==> src/rtl/lc4_regfile_mp.sv <==
// lc4_regfile_mp: multi-port LC4 register file with scoreboard and one-deep checkpoint.
// NW write ports (highest index wins on conflict), NR combinational read ports with
// same-cycle write bypass, per-register busy bits, and a shadow bank for rollback.
module lc4_regfile_mp #(
  parameter int n     = 16,
  parameter int NREGS = 8,
  parameter int NR    = 4,
  parameter int NW    = 2
) (
  input  logic                            clk,
  input  logic                            rst,
  input  logic                            gwe,
  input  logic [NR*$clog2(NREGS)-1:0]     i_rsel,
  output logic [NR*n-1:0]                 o_rdata,
  output logic [NR-1:0]                   o_rbusy,
  input  logic [NW-1:0]                   i_we,
  input  logic [NW*$clog2(NREGS)-1:0]     i_wsel,
  input  logic [NW*n-1:0]                 i_wdata,
  input  logic [NW-1:0]                   i_rsv,
  input  logic [NW*$clog2(NREGS)-1:0]     i_rsv_sel,
  input  logic                            i_ckpt_save,
  input  logic                            i_ckpt_restore,
  output logic [NREGS-1:0]                o_busy,
  output logic                            o_ckpt_valid,
  output logic                            o_ckpt_err
);

  localparam int AW = $clog2(NREGS);

  logic [n-1:0]     regs_reg   [NREGS];
  logic [n-1:0]     shadow_reg [NREGS];
  logic [n-1:0]     regs_next  [NREGS];
  logic [NREGS-1:0] busy_reg;
  logic [NREGS-1:0] busy_next;
  logic [NREGS-1:0] wr_hit;
  logic [NREGS-1:0] rsv_hit;
  logic             ckpt_valid_reg;
  logic             ckpt_err_reg;
  logic             restore_ok;

  // A restore only acts when a snapshot exists; otherwise it is flagged as an error.
  assign restore_ok = i_ckpt_restore & ckpt_valid_reg;

  // Decode write/reserve ports per register; later ports overwrite earlier ones so the
  // highest-index write wins. regs_next doubles as the bypassed read value.
  always_comb begin
    for (int k = 0; k < NREGS; k++) begin
      wr_hit[k]    = 1'b0;
      rsv_hit[k]   = 1'b0;
      regs_next[k] = regs_reg[k];
      for (int p = 0; p < NW; p++) begin
        if (i_we[p] && (i_wsel[p*AW +: AW] == AW'(k))) begin
          wr_hit[k]    = 1'b1;
          regs_next[k] = i_wdata[p*n +: n];
        end
        if (i_rsv[p] && (i_rsv_sel[p*AW +: AW] == AW'(k))) begin
          rsv_hit[k] = 1'b1;
        end
      end
    end
  end

  // A new reservation beats a completing write: the newer producer keeps the bit set.
  assign busy_next = rsv_hit | (busy_reg & ~wr_hit);

  // Read ports: bypassed data, and busy masked by any write arriving this cycle.
  for (genvar gi = 0; gi < NR; gi++) begin : g_read
    logic [AW-1:0] rsel;
    assign rsel                 = i_rsel[gi*AW +: AW];
    assign o_rdata[gi*n +: n]   = regs_next[rsel];
    assign o_rbusy[gi]          = busy_reg[rsel] & ~wr_hit[rsel];
  end

  // Architectural state, scoreboard and checkpoint; everything holds while gwe is low.
  always_ff @(posedge clk or negedge rst) begin
    if (!rst) begin
      for (int k = 0; k < NREGS; k++) begin
        regs_reg[k]   <= '0;
        shadow_reg[k] <= '0;
      end
      busy_reg       <= '0;
      ckpt_valid_reg <= 1'b0;
      ckpt_err_reg   <= 1'b0;
    end else if (gwe) begin
      ckpt_err_reg <= i_ckpt_restore & ~ckpt_valid_reg;
      if (restore_ok) begin
        // Rollback discards this cycle's writes/reserves and any concurrent save.
        for (int k = 0; k < NREGS; k++) begin
          regs_reg[k] <= shadow_reg[k];
        end
        busy_reg       <= '0;
        ckpt_valid_reg <= 1'b0;
      end else begin
        for (int k = 0; k < NREGS; k++) begin
          regs_reg[k] <= regs_next[k];
        end
        busy_reg <= busy_next;
        if (i_ckpt_save && !i_ckpt_restore) begin
          for (int k = 0; k < NREGS; k++) begin
            shadow_reg[k] <= regs_next[k];
          end
          ckpt_valid_reg <= 1'b1;
        end
      end
    end
  end

  assign o_busy       = busy_reg;
  assign o_ckpt_valid = ckpt_valid_reg;
  assign o_ckpt_err   = ckpt_err_reg;

endmodule

==> config.mk <==
export PLATFORM = sky130hd
export DESIGN_NAME = lc4_regfile_mp
export DESIGN_NICKNAME = d
export VERILOG_FILES = /design/src/rtl/lc4_regfile_mp.sv
export SDC_FILE = /design/constraint.sdc
export NUM_CORES = 1
export LEC_CHECK = 0
export ABC_AREA = 1
export BUFFER_PORTS_ARGS = -buffer_cell sky130_fd_sc_hd__buf_4
export CAP_MARGIN = 20
export CELL_PAD_IN_SITES_DETAIL_PLACEMENT = 1
export CELL_PAD_IN_SITES_GLOBAL_PLACEMENT = 1
export CORE_MARGIN = 2
export CORE_UTILIZATION = 44
export DETAILED_ROUTE_END_ITERATION = 10
export PLACE_DENSITY_LB_ADDON = 0.1
export SYNTH_ARGS = -nofsm -noshare
export SYNTH_HDL_FRONTEND = slang
export SYNTH_SLANG_ARGS = --single-unit
==> constraint.sdc <==
create_clock -name clk -period 1.82 [get_ports clk]
set_input_delay 0.091 -clock clk [delete_from_list [all_inputs] [get_ports clk]]
set_output_delay 0.091 -clock clk [all_outputs]
set_load 0.005 [all_outputs]
==> flow_summary.json, run 1 <==
{
  "die_width_um": 220.6,
  "globalplace.congestion": 0.9788,
  "status": "aborted with a tool error",
  "error": "[ERROR GRT-0232] Routing congestion too high. Check the congestion heatmap in the GUI.",
  "io_pins": 143,
  "postSynth.asyncResetShare_pct": 100.0,
  "endpoint_type": "primary output",
  "grt.total_usage_pct": 89.72,
  "yosys_warnings": 0,
  "die_h_um": 220.6,
  "failing_step": "global routing",
  "ys_seq_elements": 266,
  "dp_slack_ns": -0.1310,
  "grt_max_degree": 120,
  "synth_nets": 3273,
  "grt-ovfl-total": 456,
  "dp_hpwl_um": 79430,
  "avgSynthCellArea_um2": 6.432,
  "synth_ff_type": "dfrtp_1",
  "row_count": 79,
  "antenna_found_initial": 16,
  "syn_inst": 3208,
  "ys_types": 31,
  "synth_edf_count": 0,
  "clockBufferDepth": 3,
  "crit_endpoint": "o_rdata[6]",
  "yosysSeqAreaShare_pct": 32.26,
  "cts.sinks": 266,
  "cts-root-buf": "clkbuf_16",
  "initial_core_util_pct": 44.42,
  "portBuffers": 142,
  "synthesis.area_um2": 20630,
  "numCtsBuffers": 37,
  "ctsHtreeMaxLevel": 2
}
==> what timing repair did <==
action,in CTS
hold buffers,16
pin swaps,177
gates resized for setup,512
endpoints found under the setup margin,68
buffers inserted,145
hold endpoints to repair,273
==> per-stage QoR <==
step	cell area [um2]	cells
floorplan	20630	3208
global placement	25260	4115
detailed placement	25260	4115
CTS	29490	4336
==> cell usage after synthesis, types with 8 or more instances <==
cell type  number  share of area, %
buf_4          19              0.69
nand3_2        57               2.8
o211ai_1       12              0.44
buf_1          38              0.69
o21ai_0        10              0.24
nor2_1        270               4.9
nand2_4        11              0.60
o22ai_1       128               3.9
buf_6           8              0.44
clkbuf_1      135               2.5
nand3_4         9              0.76
nand2_1       775                14
inv_1         170               3.1
a31oi_1       131               4.0
inv_2          12              0.22
nand2_2        11              0.33
dfrtp_1       266                32
buf_2          45               1.1
nand3_1      1070                26
==> cells by family after synthesis <==
logic type | Yosys count | synth area share [%]
buf+inv | 433 | 8.853
compound gates | 294 | 8.944
simple gates | 2215 | 49.95
flops | 266 | 32.26
==> layer usage <==
layer,track usage [%],overflow
met5,61.52,7
met4,90.84,162
met3,82.53,42
met2,98.83,216
met1,88.67,29
==> inputs of run 2 (changes only) <==
--- a/config.mk
+++ b/config.mk
@@ -8,12 +8,10 @@
 export ABC_AREA = 1
 export BUFFER_PORTS_ARGS = -buffer_cell sky130_fd_sc_hd__buf_4
 export CAP_MARGIN = 20
-export CELL_PAD_IN_SITES_DETAIL_PLACEMENT = 1
-export CELL_PAD_IN_SITES_GLOBAL_PLACEMENT = 1
 export CORE_MARGIN = 2
-export CORE_UTILIZATION = 44
+export CORE_UTILIZATION = 36
 export DETAILED_ROUTE_END_ITERATION = 10
-export PLACE_DENSITY_LB_ADDON = 0.1
+export PLACE_DENSITY_LB_ADDON = 0.15
 export SYNTH_ARGS = -nofsm -noshare
 export SYNTH_HDL_FRONTEND = slang
 export SYNTH_SLANG_ARGS = --single-unit
==> run 2 against run 1 <==
The flow now finishes, with violations (negative setup slack). Synthesized cell count unchanged. Synthesized area stayed put.
==> flow_summary.json, run 2 <==
{
  "r2r-start": "regs_reg[67]",
  "wl_um": 112800,
  "grt.total_usage_pct": 36.21,
  "clkLatencyLatePin_ns": 0.58,
  "clkTransAtPathRegs_ns": 0.06,
  "num-nets-final": 3817,
  "cts-root-buf": "clkbuf_16",
  "grt_setup_unrepaired": "true",
  "die_width_um": 243.4,
  "globalplace.congestion": 0.9355,
  "total_power_mw": 28.27,
  "hold_ws_ns": 0.04357,
  "wire_per_inst_um": 24.86,
  "ys_types": 31,
  "yosys_warnings": 0,
  "worstMarginPinSlew_ns": 0.9264,
  "cts.sinks": 266,
  "crit_arrival_ns": 1.81,
  "ff2ff_path_depth": 12,
  "slew_headroom_pct": 38.04,
  "cts_tree": "done",
  "slowest_delay_ns": 0.38,
  "synth_top_area_cell": "dfrtp_1",
  "yosys-top-cells-area": "dfrtp_1, nand3_1, nand2_1, nor2_1, a31oi_1",
  "switching_power_mw": 10.86,
  "ys_seq_elements": 266,
  "placed_cell_area_um2": 25590,
  "portBuffers": 142,
  "pwr-share-clk_pct": 27.9,
  "first_global_vias": 25970,
  "dp_hpwl_um": 73490,
  "p_int_mw": 17.41,
  "dp_slack_ns": -0.1483,
  "violations": "negative setup slack",
  "fin_cells": 4536,
  "ant_nets": 0,
  "initial_core_util_pct": 36.52,
  "hold_viol": 0,
  "setup_viol": 37,
  "post-route-min-period_ns": 1.901,
  "clockBufferDepth": 3,
  "min_delay_path_depth": 4,
  "antenna_found_initial": 6,
  "syn_to_final_growth_pct": 57.36,
  "r2r_end": "regs_reg[67]",
  "required_ns": 1.73,
  "power.density_nw_per_um2": 870.6,
  "synthesis.area_um2": 20630,
  "drt_first_pass_iters": 8,
  "end_kind": "output pin",
  "synth_ff_type": "dfrtp_1",
  "row_count": 87,
  "cp_slowest_cell": "dfrtp_1",
  "hold_class": "in2reg",
  "numCtsBuffers": 37,
  "r2r_slack_ns": 0.07,
  "status": "complete, but fails checks",
  "pwr-share-comb_pct": 44.4,
  "swShare_pct": 38.41,
  "ir_drop_uv": 650.2,
  "final_util_pct": 57.47,
  "drt-initial-drc-count": 3240,
  "syn_inst": 3208,
  "ctsHtreeMaxLevel": 2,
  "grt-ovfl-total": 0,
  "io_pins": 143,
  "synth_top_cell_area_share_pct": 32.26,
  "avgSynthCellArea_um2": 6.432,
  "drcViolationCount": 0,
  "fin_ws_ns": -0.08080,
  "finalMaxSlewViolations": 0,
  "grt_max_degree": 75,
  "core_area_um2": 56500,
  "start_kind": "flip-flop",
  "fin_area_um2": 32470,
  "dpl.cell_count": 4281,
  "synth_nets": 3273,
  "cp_max_fo": 4,
  "routed-via-count": 27630,
  "fmax_ghz": 0.5261,
  "viasPerCell": 6.090,
  "power_leakage_nw": 15.55,
  "yosysSeqAreaShare_pct": 32.26,
  "drive_above_1_share_pct": 46.14,
  "dieArea_um2": 59250,
  "yosysMostFrequentCell": "nand3_1",
  "synth_edf_count": 0,
  "whs_endpoint": "regs_reg[126]",
  "pwr-share-seq_pct": 27.7,
  "fin_setup_tns_ns": -1.053,
  "max_cap_violations": 0,
  "crit_chain": "inv_2 -> nand2_2 -> nand3_4 -> nand3_1 -> nand3_1 -> nand2_1 -> nand2_1 -> nand2_2 -> buf_6",
  "finClkSkew_ns": 0.02276,
  "fin_crit_sh_pct": 104.4,
  "synth_common_cells": "nand3_1, nand2_1, nor2_1, dfrtp_1, inv_1",
  "die_h_um": 243.4,
  "holdCritStartpoint": "gwe",
  "grt_pass1_wl_um": 162900,
  "postSynth.asyncResetShare_pct": 100.0,
  "mostFrequentLayoutCells": "nand3_1, buf_4, nand2_1",
  "final_common_cell": "nand3_1",
  "worstSetupPathType": "reg2out"
}
-- run 2: metal layers --
layer | share of wire, % | GRT usage [%]
met5 | 0.044 | 0
met3 | 11 | 8.746
met1 | 40 | 48.12
met2 | 43 | 55.25
met4 | 5.7 | 17.09
-- run 2: layout make-up --
class	count	area, um2
repair buffers	751	6878
flip-flops and latches	266	6659
multi-input cells	2509	15990
fillers	5273	24030
well taps	756	945.9
clock buffers	49	1094
clock inverters	16	186.4
inverters	187	709.4
diodes	2	5.005
-- run 2: power groups by stage --
stage | registers, mW | logic [mW] | clock network, mW
after global routing | 7.94 | 13.5 | 8.22
after CTS | 7.76 | 10.8 | 7.99
after detailed placement | 7.80 | 9.28 | 0
after floorplan | 7.66 | 5.42 | 0
after global placement | 7.75 | 9.12 | 0
final | 7.82 | 12.6 | 7.89
-- run 2: how the worst max path moves through the flow --
stage | slack [ns] | to | startpoint | depth (start not counted)
global route | -0.16 | o_rbusy[2] | o_busy[6] | 7
CTS | -0.06 | o_rdata[51] | regs_reg[67] | 10
floorplan | 0.41 | regs_reg[125] | o_ckpt_valid | 6
global placement | -0.15 | o_rdata[19] | i_wsel[1] | 13
finish | -0.08 | o_rdata[35] | regs_reg[3] | 9
detailed placement | -0.15 | o_rdata[19] | i_wsel[1] | 13
-- run 2: critical path, delay by kind of cell (launching register included) --
family | cells | cell delay (ns)
buf+inv | 2 | 0.22
flops | 1 | 0.38
simple gates | 7 | 0.63
-- run 2: cells by family (layout without fill, tap and decap cells) --
group,Yosys count,count (layout),share of synthesized area [%]
buf+inv,433,1003,8.853
other cells,0,2,0
simple gates,2215,2215,49.95
compound gates,294,294,8.944
flops,266,266,32.26
-- run 2: what timing repair did --
action                                  4_1_cts  5_1_grt
hold buffers                                 29        1
gates resized for setup                     437      602
endpoints found under the setup margin       68       73
setup buffers                               111       55
hold endpoints to repair                    295        1
pin swaps                                   134      259
No activity file was read; power rests on OpenSTA's default activity.
